**config.mk**
```make
export PLATFORM = sky130hd
export DESIGN_NAME = disp_scan_ctrl_flat
export DESIGN_NICKNAME = d
export VERILOG_FILES = /design/src/rtl/disp_scan_if.sv /design/src/rtl/disp_scan_ctrl.sv /design/src/flat_wrapper.sv
export SDC_FILE = /design/constraint.sdc
export NUM_CORES = 1
export LEC_CHECK = 0
export ABC_AREA = 0
export CORE_MARGIN = 1
export CORE_UTILIZATION = 35
export CTS_BUF_LIST = sky130_fd_sc_hd__clkbuf_8
export DETAILED_ROUTE_END_ITERATION = 16
export SLEW_MARGIN = 25
export SYNTH_ARGS = -nofsm -noshare
export SYNTH_HDL_FRONTEND = slang
export SYNTH_SLANG_ARGS = --single-unit
```
**constraint.sdc**
```tcl
create_clock -name clk -period 2.4 [get_ports clk]
set_clock_uncertainty 0.1 [all_clocks]
set_input_delay 0.24 -clock clk [delete_from_list [all_inputs] [get_ports clk]]
set_output_delay 0.24 -clock clk [all_outputs]
set_load 0.01 [all_outputs]
```
**src/rtl/disp_scan_if.sv**
```systemverilog
// Bus between the system and the 4-digit display scan controller.
// The slave side is the controller; the master side is whoever loads digits
// and wires the decoder/anode pins.
interface disp_scan_if;
  // System side
  logic        load;
  logic [15:0] data_in;
  logic [3:0]  point_in;
  logic [3:0]  en_mask;
  logic        blank_en;
  // Decoder / anode side
  logic [3:0]  hex;
  logic        LE;
  logic        point;
  logic [3:0]  AN;
  logic        frame_done;
  logic        pending;

  modport master (
    output load, data_in, point_in, en_mask, blank_en,
    input  hex, LE, point, AN, frame_done, pending
  );

  modport slave (
    input  load, data_in, point_in, en_mask, blank_en,
    output hex, LE, point, AN, frame_done, pending
  );
endinterface

```
**src/rtl/disp_scan_ctrl.sv**
```systemverilog
// Scan controller for a 4-digit multiplexed common-anode 7-segment display.
// Time-multiplexes four hex digits onto one shared hex decoder, with a
// double-buffered display copy committed at frame end, leading-zero
// suppression, per-digit masking and a dead gap at the start of every slot.
//
// All outputs are registered but computed from the next (idx, cnt, disp)
// values, so the registered outputs always describe the slot position the
// counters hold in the same cycle.
module disp_scan_ctrl #(
  parameter int DIV  = 8,
  parameter int DEAD = 2
) (
  input  logic        clk,
  input  logic        rst,
  disp_scan_if.slave  bus
);

  localparam int            CW       = (DIV > 1) ? $clog2(DIV) : 1;
  localparam logic [CW-1:0] CNT_LAST = CW'(DIV - 1);
  localparam logic [CW-1:0] CNT_DEAD = CW'(DEAD);

  typedef enum logic {
    PH_DEAD,
    PH_DRIVE
  } phase_e;

  // Scan position and buffers
  logic [CW-1:0] r_cnt;
  logic [1:0]    r_idx;
  logic [19:0]   r_shadow;
  logic [19:0]   r_disp;
  logic          r_pending;

  // Registered outputs
  logic [3:0]    r_hex;
  logic          r_le;
  logic          r_point;
  logic [3:0]    r_an;
  logic          r_frame_done;

  // Next-state view used to pre-compute the registered outputs
  logic          w_wrap;
  logic          w_commit;
  logic [CW-1:0] w_cnt_nxt;
  logic [1:0]    w_idx_nxt;
  logic [19:0]   w_disp_nxt;
  logic [15:0]   w_upper;
  logic [3:0]    w_pts;
  phase_e        w_phase;
  logic          w_dark;
  logic [3:0]    w_hex_nxt;
  logic          w_le_nxt;
  logic          w_point_nxt;
  logic [3:0]    w_an_nxt;

  // Slot counter / digit index advance and frame-end commit decision
  always_comb begin
    w_wrap     = (r_cnt == CNT_LAST);
    w_commit   = w_wrap && (r_idx == 2'd3);
    w_cnt_nxt  = w_wrap ? '0 : r_cnt + CW'(1);
    w_idx_nxt  = w_wrap ? r_idx + 2'd1 : r_idx;
    w_disp_nxt = (w_commit && r_pending) ? r_shadow : r_disp;
  end

  // Decoder and anode drive for the upcoming slot position
  always_comb begin
    // NOTE: every output of this block gets a default before any branch so a
    // missed path can never hold an old value and infer a latch.
    w_an_nxt    = 4'b1111;
    w_le_nxt    = 1'b1;
    w_point_nxt = 1'b0;
    // Shifting the digit word down leaves this nibble and all higher ones,
    // which is exactly the set the leading-zero test needs.
    w_upper     = w_disp_nxt[15:0] >> {w_idx_nxt, 2'b00};
    w_pts       = w_disp_nxt[19:16];
    w_hex_nxt   = w_upper[3:0];
    w_phase     = (w_cnt_nxt < CNT_DEAD) ? PH_DEAD : PH_DRIVE;
    w_dark      = !bus.en_mask[w_idx_nxt] ||
                  (bus.blank_en && (w_idx_nxt != 2'd0) && (w_upper == 16'h0000));
    if (w_phase == PH_DRIVE && !w_dark) begin
      w_an_nxt    = ~(4'b0001 << w_idx_nxt);
      w_le_nxt    = 1'b0;
      w_point_nxt = w_pts[w_idx_nxt];
    end
  end

  // Scan counters, shadow/display buffers and the pending flag
  always_ff @(posedge clk or posedge rst) begin
    if (rst) begin
      r_cnt     <= '0;
      r_idx     <= 2'd0;
      r_shadow  <= 20'h0;
      r_disp    <= 20'h0;
      r_pending <= 1'b0;
    end else begin
      // NOTE: non-blocking assignments here let the commit read the old
      // shadow while a same-cycle load writes the new one.
      r_cnt  <= w_cnt_nxt;
      r_idx  <= w_idx_nxt;
      r_disp <= w_disp_nxt;
      if (bus.load) begin
        r_shadow  <= {bus.point_in, bus.data_in};
        r_pending <= 1'b1;
      end else if (w_commit && r_pending) begin
        r_pending <= 1'b0;
      end
    end
  end

  // Output registers, glitch-free toward the decoder and anode drivers
  always_ff @(posedge clk or posedge rst) begin
    if (rst) begin
      r_hex        <= 4'h0;
      r_le         <= 1'b1;
      r_point      <= 1'b0;
      r_an         <= 4'b1111;
      r_frame_done <= 1'b0;
    end else begin
      r_hex        <= w_hex_nxt;
      r_le         <= w_le_nxt;
      r_point      <= w_point_nxt;
      r_an         <= w_an_nxt;
      r_frame_done <= w_commit;
    end
  end

  assign bus.hex        = r_hex;
  assign bus.LE         = r_le;
  assign bus.point      = r_point;
  assign bus.AN         = r_an;
  assign bus.frame_done = r_frame_done;
  assign bus.pending    = r_pending;

endmodule

```
**src/flat_wrapper.sv**
```systemverilog
// flat-port wrapper written by rule: the top's interface ports become plain ports
module disp_scan_ctrl_flat 
#(
  parameter int DIV  = 8,
  parameter int DEAD = 2
)
  (clk, rst, bus_load, bus_data_in, bus_point_in, bus_en_mask, bus_blank_en, bus_hex, bus_LE, bus_point, bus_AN, bus_frame_done, bus_pending);
  disp_scan_if bus_i ();
  input  logic clk;
  input  logic rst;
  input wire logic [$bits(bus_i.load)-1:0] bus_load;
  input wire logic [$bits(bus_i.data_in)-1:0] bus_data_in;
  input wire logic [$bits(bus_i.point_in)-1:0] bus_point_in;
  input wire logic [$bits(bus_i.en_mask)-1:0] bus_en_mask;
  input wire logic [$bits(bus_i.blank_en)-1:0] bus_blank_en;
  output wire logic [$bits(bus_i.hex)-1:0] bus_hex;
  output wire logic [$bits(bus_i.LE)-1:0] bus_LE;
  output wire logic [$bits(bus_i.point)-1:0] bus_point;
  output wire logic [$bits(bus_i.AN)-1:0] bus_AN;
  output wire logic [$bits(bus_i.frame_done)-1:0] bus_frame_done;
  output wire logic [$bits(bus_i.pending)-1:0] bus_pending;
  assign bus_i.load = bus_load;
  assign bus_i.data_in = bus_data_in;
  assign bus_i.point_in = bus_point_in;
  assign bus_i.en_mask = bus_en_mask;
  assign bus_i.blank_en = bus_blank_en;
  assign bus_hex = bus_i.hex;
  assign bus_LE = bus_i.LE;
  assign bus_point = bus_i.point;
  assign bus_AN = bus_i.AN;
  assign bus_frame_done = bus_i.frame_done;
  assign bus_pending = bus_i.pending;
  disp_scan_ctrl #(.DIV(DIV), .DEAD(DEAD)) u_core (.clk(clk), .rst(rst), .bus(bus_i));
endmodule
```
; ---- Word level (Yosys, flattened, before mapping)
; Index checks and enable logic that the tools add are counted.
[classes]
addsub = 2
magnitude_cmp = 2
eq_ne = 2
shift = 2
mux = 13
bitwise_logic = 1
reduce_logical = 11
[ops]
columns = op, count
row1 = 20-bit two-way mux, 1
row2 = 16-bit logical NOT, 1
row3 = 16-bit by 4-bit >> shifter with 16-bit output, 1
row4 = 1-bit two-way mux, 7
row5 = 1-bit logical AND, 5
row6 = 1-bit binary-select mux with 2-bit select, 2
row7 = 4-bit two-way mux, 1
row8 = 4-bit NOT, 1
row9 = 2-bit nonzero test, 2
row10 = "1-bit by 2-bit << shifter with 4-bit output, first input constant", 1
row11 = "3-bit by 1-bit adder with 3-bit output, second input constant", 1
row12 = "3-bit equality test, second input constant", 1
row13 = "2-bit by 3-bit less-than comparator with 1-bit output, second input constant", 1
row14 = "3-bit by 2-bit less-than comparator with 1-bit output, second input constant", 1
row15 = 3-bit two-way mux, 1
row16 = "2-bit by 1-bit adder with 2-bit output, second input constant", 1
row17 = "2-bit equality test, second input constant", 1
row18 = 1-bit logical NOT, 2
row19 = 2-bit two-way mux, 1
row20 = 1-bit logical OR, 1
[word_totals]
register_bits = 57
input_bits = 28
output_inout_bits = 12
elab_cells = 43

; ---- Logic depth before layout (Yosys ltp)
; Gate-level depths: netlist of run 1.
[logic_depth]
ltp_word = 11
depth_mapped = 11
ltp_nobuf = 8

; ---- Worst setup path before layout of run 1
; Ideal clock, no wire load.
[synth_path]
path_type = reg-to-reg
from = register u_core.r_cnt[0]
to = register u_core.r_point (netlist: u_core.bus.point)
arrival_time_ns = 2.036
required_time_ns = 2.180
setup_slack_ns = 0.144
stages_incl_launch_ff = 10
cell_sequence = dfrtp_1 ha_1 ha_1 buf_6 nand3_4 mux4_2 nand2_1 nor3b_2 a31oi_2 a21boi_1
[synth_via]
elab_chain_cells = 11
word_cells_on_any_way = 23
[synth_lines]
columns = item, line_no
row1 = from (decl), disp_scan_ctrl.sv:28  ; logic [CW-1:0] r_cnt;
row2 = from (signal assigned), disp_scan_ctrl.sv:98  ; r_cnt <= w_cnt_nxt;
row3 = 3-bit equality test, disp_scan_ctrl.sv:58  ; w_wrap = (r_cnt == CNT_LAST);
row4 = 1-bit logical AND, disp_scan_ctrl.sv:59  ; w_commit = w_wrap && (r_idx == 2'd3);
row5 = 1-bit logical AND, disp_scan_ctrl.sv:62  ; w_disp_nxt = (w_commit && r_pending) ? r_shadow : r_disp;
row6 = 20-bit two-way mux, disp_scan_ctrl.sv:62
row7 = 16-bit by 4-bit >> shifter with 16-bit output, disp_scan_ctrl.sv:74  ; w_upper = w_disp_nxt[15:0] >> {w_idx_nxt, 2'b00};
row8 = 16-bit logical NOT, disp_scan_ctrl.sv:79  ; (bus.blank_en && (w_idx_nxt != 2'd0) && (w_upper == 16'h0000));
row9 = 1-bit logical AND, disp_scan_ctrl.sv:79
row10 = 1-bit logical OR, disp_scan_ctrl.sv:78  ; w_dark = !bus.en_mask[w_idx_nxt] ||
row11 = 1-bit logical NOT, disp_scan_ctrl.sv:80  ; if (w_phase == PH_DRIVE && !w_dark) begin
row12 = 1-bit logical AND, disp_scan_ctrl.sv:80
row13 = 1-bit two-way mux (*), disp_scan_ctrl.sv:80
row14 = named net u_core.w_point_nxt, disp_scan_ctrl.sv:53  ; logic w_point_nxt;
row15 = to (signal assigned), disp_scan_ctrl.sv:121  ; r_point <= w_point_nxt;
row16 = to (decl), disp_scan_ctrl.sv:37  ; logic r_point;
; The timed path passes the listed nets; every way through them passes the cells marked *. The select of a mux whose other input is x is not followed.
; A chain may end at the register's enable or synchronous reset.

; ---- Final worst setup path of run 1
[layout_path]
from = register u_core.r_cnt[1]
to = register u_core.r_point (netlist: u_core.bus.point)
; The elaborated chain is that of the path after synthesis.

==> run summary, run 1 <==
• **layout cell share with drive strength beyond 1** 0.3345
• **sequential fraction of the synthesis area** 0.5663
• **top achievable clock speed** 431.7 MHz
• **number of hold-slack violations in the final timing report** 0
• **crit share post-route** 0.9651
• **routed len/inst** 14.79 um
• **maximum number of pins on one net before global-route repair** 58
• **full die area** 7572 um2
• **ys async rst share** 1.000
• **vias in the first global route** 1875
• **TritonCTS Buffers** 9
• **clock tree sinks** 57
• **buffer levels on the longest clock path** 2
• **Yosys reg bits** 57
• **leading area contributor after synthesis** sky130_fd_sc_hd__dfrtp_1
• **most frequent standard cell in the layout excluding fill and tap cells** sky130_fd_sc_hd__dfrtp_1
• **initial core utilization** 0.3663
• **Max Slew Vio Count** 0
• **Net Count, Synth** 236
• **Port Buffer Count** 39
• **io pins** 40
• **Most used DFF post-synth** sky130_fd_sc_hd__dfrtp_1
• **TritonRoute pass-1 iters** 4
• **remaining max-slew budget at the tightest pin** 0.6582
• **setup violators final** 0
• **net count of the finished layout** 301
• **total routing usage reported by global routing** 0.1668
• **wire length of the first global-routing pass** 9087 um
• **count of unique library cells instantiated by Yosys** 42
• **final global-route overflow total** 0
• **top post-synthesis cells by area** sky130_fd_sc_hd__dfrtp_1, sky130_fd_sc_hd__mux2_2, sky130_fd_sc_hd__nand2_1
• **required time at the worst-slack endpoint** 2.53 ns
• **startpoint type of the worst setup path** register
• **initial DRC count** 64
• **Vias per Instance** 4.852
• **post-route DRC violation count** 0
• **static leakage power** 1.579 nW
• **critical path data arrival time** 2.44 ns
• **multi-input logic area** 1064 um2
• **DP Area** 3117 um2
• **post-DP HPWL** 3778 um
• **clock transition at the registers of the reported paths** 0.06 ns
• **antenna diode count** 0
• **Final Critical Period** 2.316 ns
• **count of synthesis-stage warnings from yosys** 0
• **portion of synthesized cell area occupied by the leading cell type** 0.5143
• **number of core rows** 30
• **Worst setup EP type** register
• **number of antenna violations at the first check in global routing** 0
• **gpl congestion** 0.8204
• **netlist area before placement** 2530 um2
• **count of max-cap constraint violations** 0
• **commonest non-fill, non-tap cells in the layout** sky130_fd_sc_hd__dfrtp_1, sky130_fd_sc_hd__clkdlybuf4s50_1, sky130_fd_sc_hd__nand2_1, sky130_fd_sc_hd__mux2_2, sky130_fd_sc_hd__buf_4
• **summed area of non-filler cells in the final layout** 3476 um2
• **post-route ant nets** 0
• **area of the placeable core** 6907 um2
• **Slew @ Worst Pin** 0.5080 ns
• **critical setup path kind** register to register
• **total power per unit cell area** 665.9 nW/um2
• **maximum fanout along the worst path** 5
• **Via Count** 1800
• **number of enable flip-flop cells after synthesis** 0
• **drt total wl** 5488 um
• **post-synthesis instance total** 205
• **depth of the most critical reg-to-reg path** 9
• **clock latency on the worst-skew pair** 0.34 ns
• **CTS tree** done
• **Die Y-Extent** 87.02 um
• **H-tree depth** 3
• **relative area change from synthesis to final layout** 37.39%
• **register cell area after layout** 1433 um2
• **number of filler instances in the final layout** 649
• **Hold Path Class** primary input to async pin
• **average instance area after synthesis** 12.34 um2
• **overall die width** 87.02 um
• **maximum vdd ir drop** 0.0002737 V
• **Sum Neg Setup Slack** 0 ns
• **run status** finished clean
• **buffer cell driving the clock tree root** sky130_fd_sc_hd__clkbuf_8
## per-stage QoR
stage	instances	utilization	power (W)	hold WS (ns)	setup WS, ns
2_1_floorplan	205	-	0.001211	0.2511	0.1438
5_1_grt	371	0.5033	0.002426	0.1861	-0.01387
4_1_cts	369	0.4942	0.002342	0.1843	0.03651
6_report	371	0.5033	0.002315	0.1701	0.08367
3_3_place_gp	348	0.4513	0.001318	0.3175	0.02696
3_5_place_dp	348	0.4513	0.001322	0.3206	-0.03879
## final timing paths
kind,start,to,slack (ns)
worst max-delay path,u_core.r_cnt[1]$_DFF_PP0_,u_core.bus.point$_DFF_PP0_,0.08
worst max register to register,u_core.r_cnt[1]$_DFF_PP0_,u_core.bus.point$_DFF_PP0_,0.08
max in group asynchronous,rst,u_core.bus.LE$_DFF_PP1_,1.71
worst min register to register,u_core.r_disp[18]$_DFF_PP0_,u_core.r_disp[18]$_DFF_PP0_,0.38
min in group clk,u_core.r_disp[18]$_DFF_PP0_,u_core.r_disp[18]$_DFF_PP0_,0.38
worst min-delay path,rst,u_core.bus.frame_done$_DFF_PP0_,0.17
## state kept, by name, indices dropped and copies added, names as in the netlist, 2 cells and up
register,count
u_core.bus.hex,4
u_core.bus.AN,4
u_core.r_shadow,20
u_core.r_cnt,3
u_core.r_idx,2
u_core.r_disp,20
## final cells by class
cell class | count | share of cell area
Inverter | 15 | 0.01620
Sequential cell | 57 | 0.4122
Multi-Input combinational cell | 126 | 0.3060
Clock buffer | 10 | 0.03960
Clock inverter | 6 | 0.02592
Timing Repair Buffer | 61 | 0.1656
Tap cell | 96 | 0.03456
## cells in the mapped netlist (2+ instances only)
| cell | number |
|---|---|
| sky130_fd_sc_hd__dfrtp_1 | 52 |
| sky130_fd_sc_hd__nand2_1 | 37 |
| sky130_fd_sc_hd__ha_1 | 3 |
| sky130_fd_sc_hd__clkbuf_1 | 4 |
| sky130_fd_sc_hd__mux4_2 | 3 |
| sky130_fd_sc_hd__nor2_1 | 7 |
| sky130_fd_sc_hd__nor3_1 | 3 |
| sky130_fd_sc_hd__buf_6 | 3 |
| sky130_fd_sc_hd__dfstp_2 | 5 |
| sky130_fd_sc_hd__mux2_2 | 22 |
| sky130_fd_sc_hd__nor4_1 | 4 |
| sky130_fd_sc_hd__or3_1 | 2 |
| sky130_fd_sc_hd__nand3_1 | 2 |
| sky130_fd_sc_hd__nand4_1 | 2 |
| sky130_fd_sc_hd__inv_1 | 14 |
| sky130_fd_sc_hd__a31o_2 | 2 |
| sky130_fd_sc_hd__mux2i_1 | 13 |
| sky130_fd_sc_hd__and3_2 | 2 |
| sky130_fd_sc_hd__o22ai_1 | 2 |
## metal layers
metal / vias up / wire length, um / track usage
met4: 0 / 148 / 0.08333
li1: 850 / - / -
met2: 60 / 2656 / 0.2706
met3: 15 / 299 / 0.06256
met5: - / 0 / 0
met1: 875 / 2384 / 0.1939
## cell families after synthesis
| group | after synthesis | synth area share |
|---|---|---|
| flip-flops | 57 | 0.5663 |
| buffers and inverters | 23 | 0.04451 |
| AO/OA/AOI/OAI | 16 | 0.05243 |
| AND/OR/NAND/NOR | 65 | 0.1246 |
| multiplexers | 40 | 0.1909 |
| adder cells (fa/ha/maj) | 3 | 0.01484 |
| XOR/XNOR | 1 | 0.006431 |
## repair_timing
action | 4_1_cts | 5_1_grt
pin swaps | 1 | 5
endpoints found under the setup margin | 1 | 2
hold endpoints to repair | 0 | 0
setup buffers | 4 | 2
hold buffers | 0 | 0
resized for setup | 5 | 10
gates cloned | 1 | 0
## critical path, stage by stage, from the launching register on
cell and delay, ns:
sky130_fd_sc_hd__dfrtp_1 0.37, sky130_fd_sc_hd__ha_2 0.20, sky130_fd_sc_hd__ha_4 0.17, sky130_fd_sc_hd__buf_4 0.15, sky130_fd_sc_hd__nand3_4 0.10, sky130_fd_sc_hd__mux4_2 0.50
sky130_fd_sc_hd__nand2_1 0.10, sky130_fd_sc_hd__nor3b_4 0.24, sky130_fd_sc_hd__a31oi_4 0.13, sky130_fd_sc_hd__a21boi_1 0.14
## where the power goes
| group | internal [W] | switching [W] | leakage [nW] |
|---|---|---|---|
| clock network | 0.000615 | 0.000385 | 0.113 |
| registers | 0.00104 | 0.0000514 | 0.664 |
| logic | 0.000133 | 0.0000940 | 0.802 |
Power figures use the tool's default switching activity.
==> inputs of run 2 (changes only) <==
--- a/config.mk
+++ b/config.mk
@@ -10,6 +10,7 @@
 export CORE_UTILIZATION = 35
 export CTS_BUF_LIST = sky130_fd_sc_hd__clkbuf_8
 export DETAILED_ROUTE_END_ITERATION = 16
+export GPL_TIMING_DRIVEN = 1
 export SLEW_MARGIN = 25
 export SYNTH_ARGS = -nofsm -noshare
 export SYNTH_HDL_FRONTEND = slang
==> results of run 2 <==
No change in the layout: final DEF, timing and power equal those of run 1.
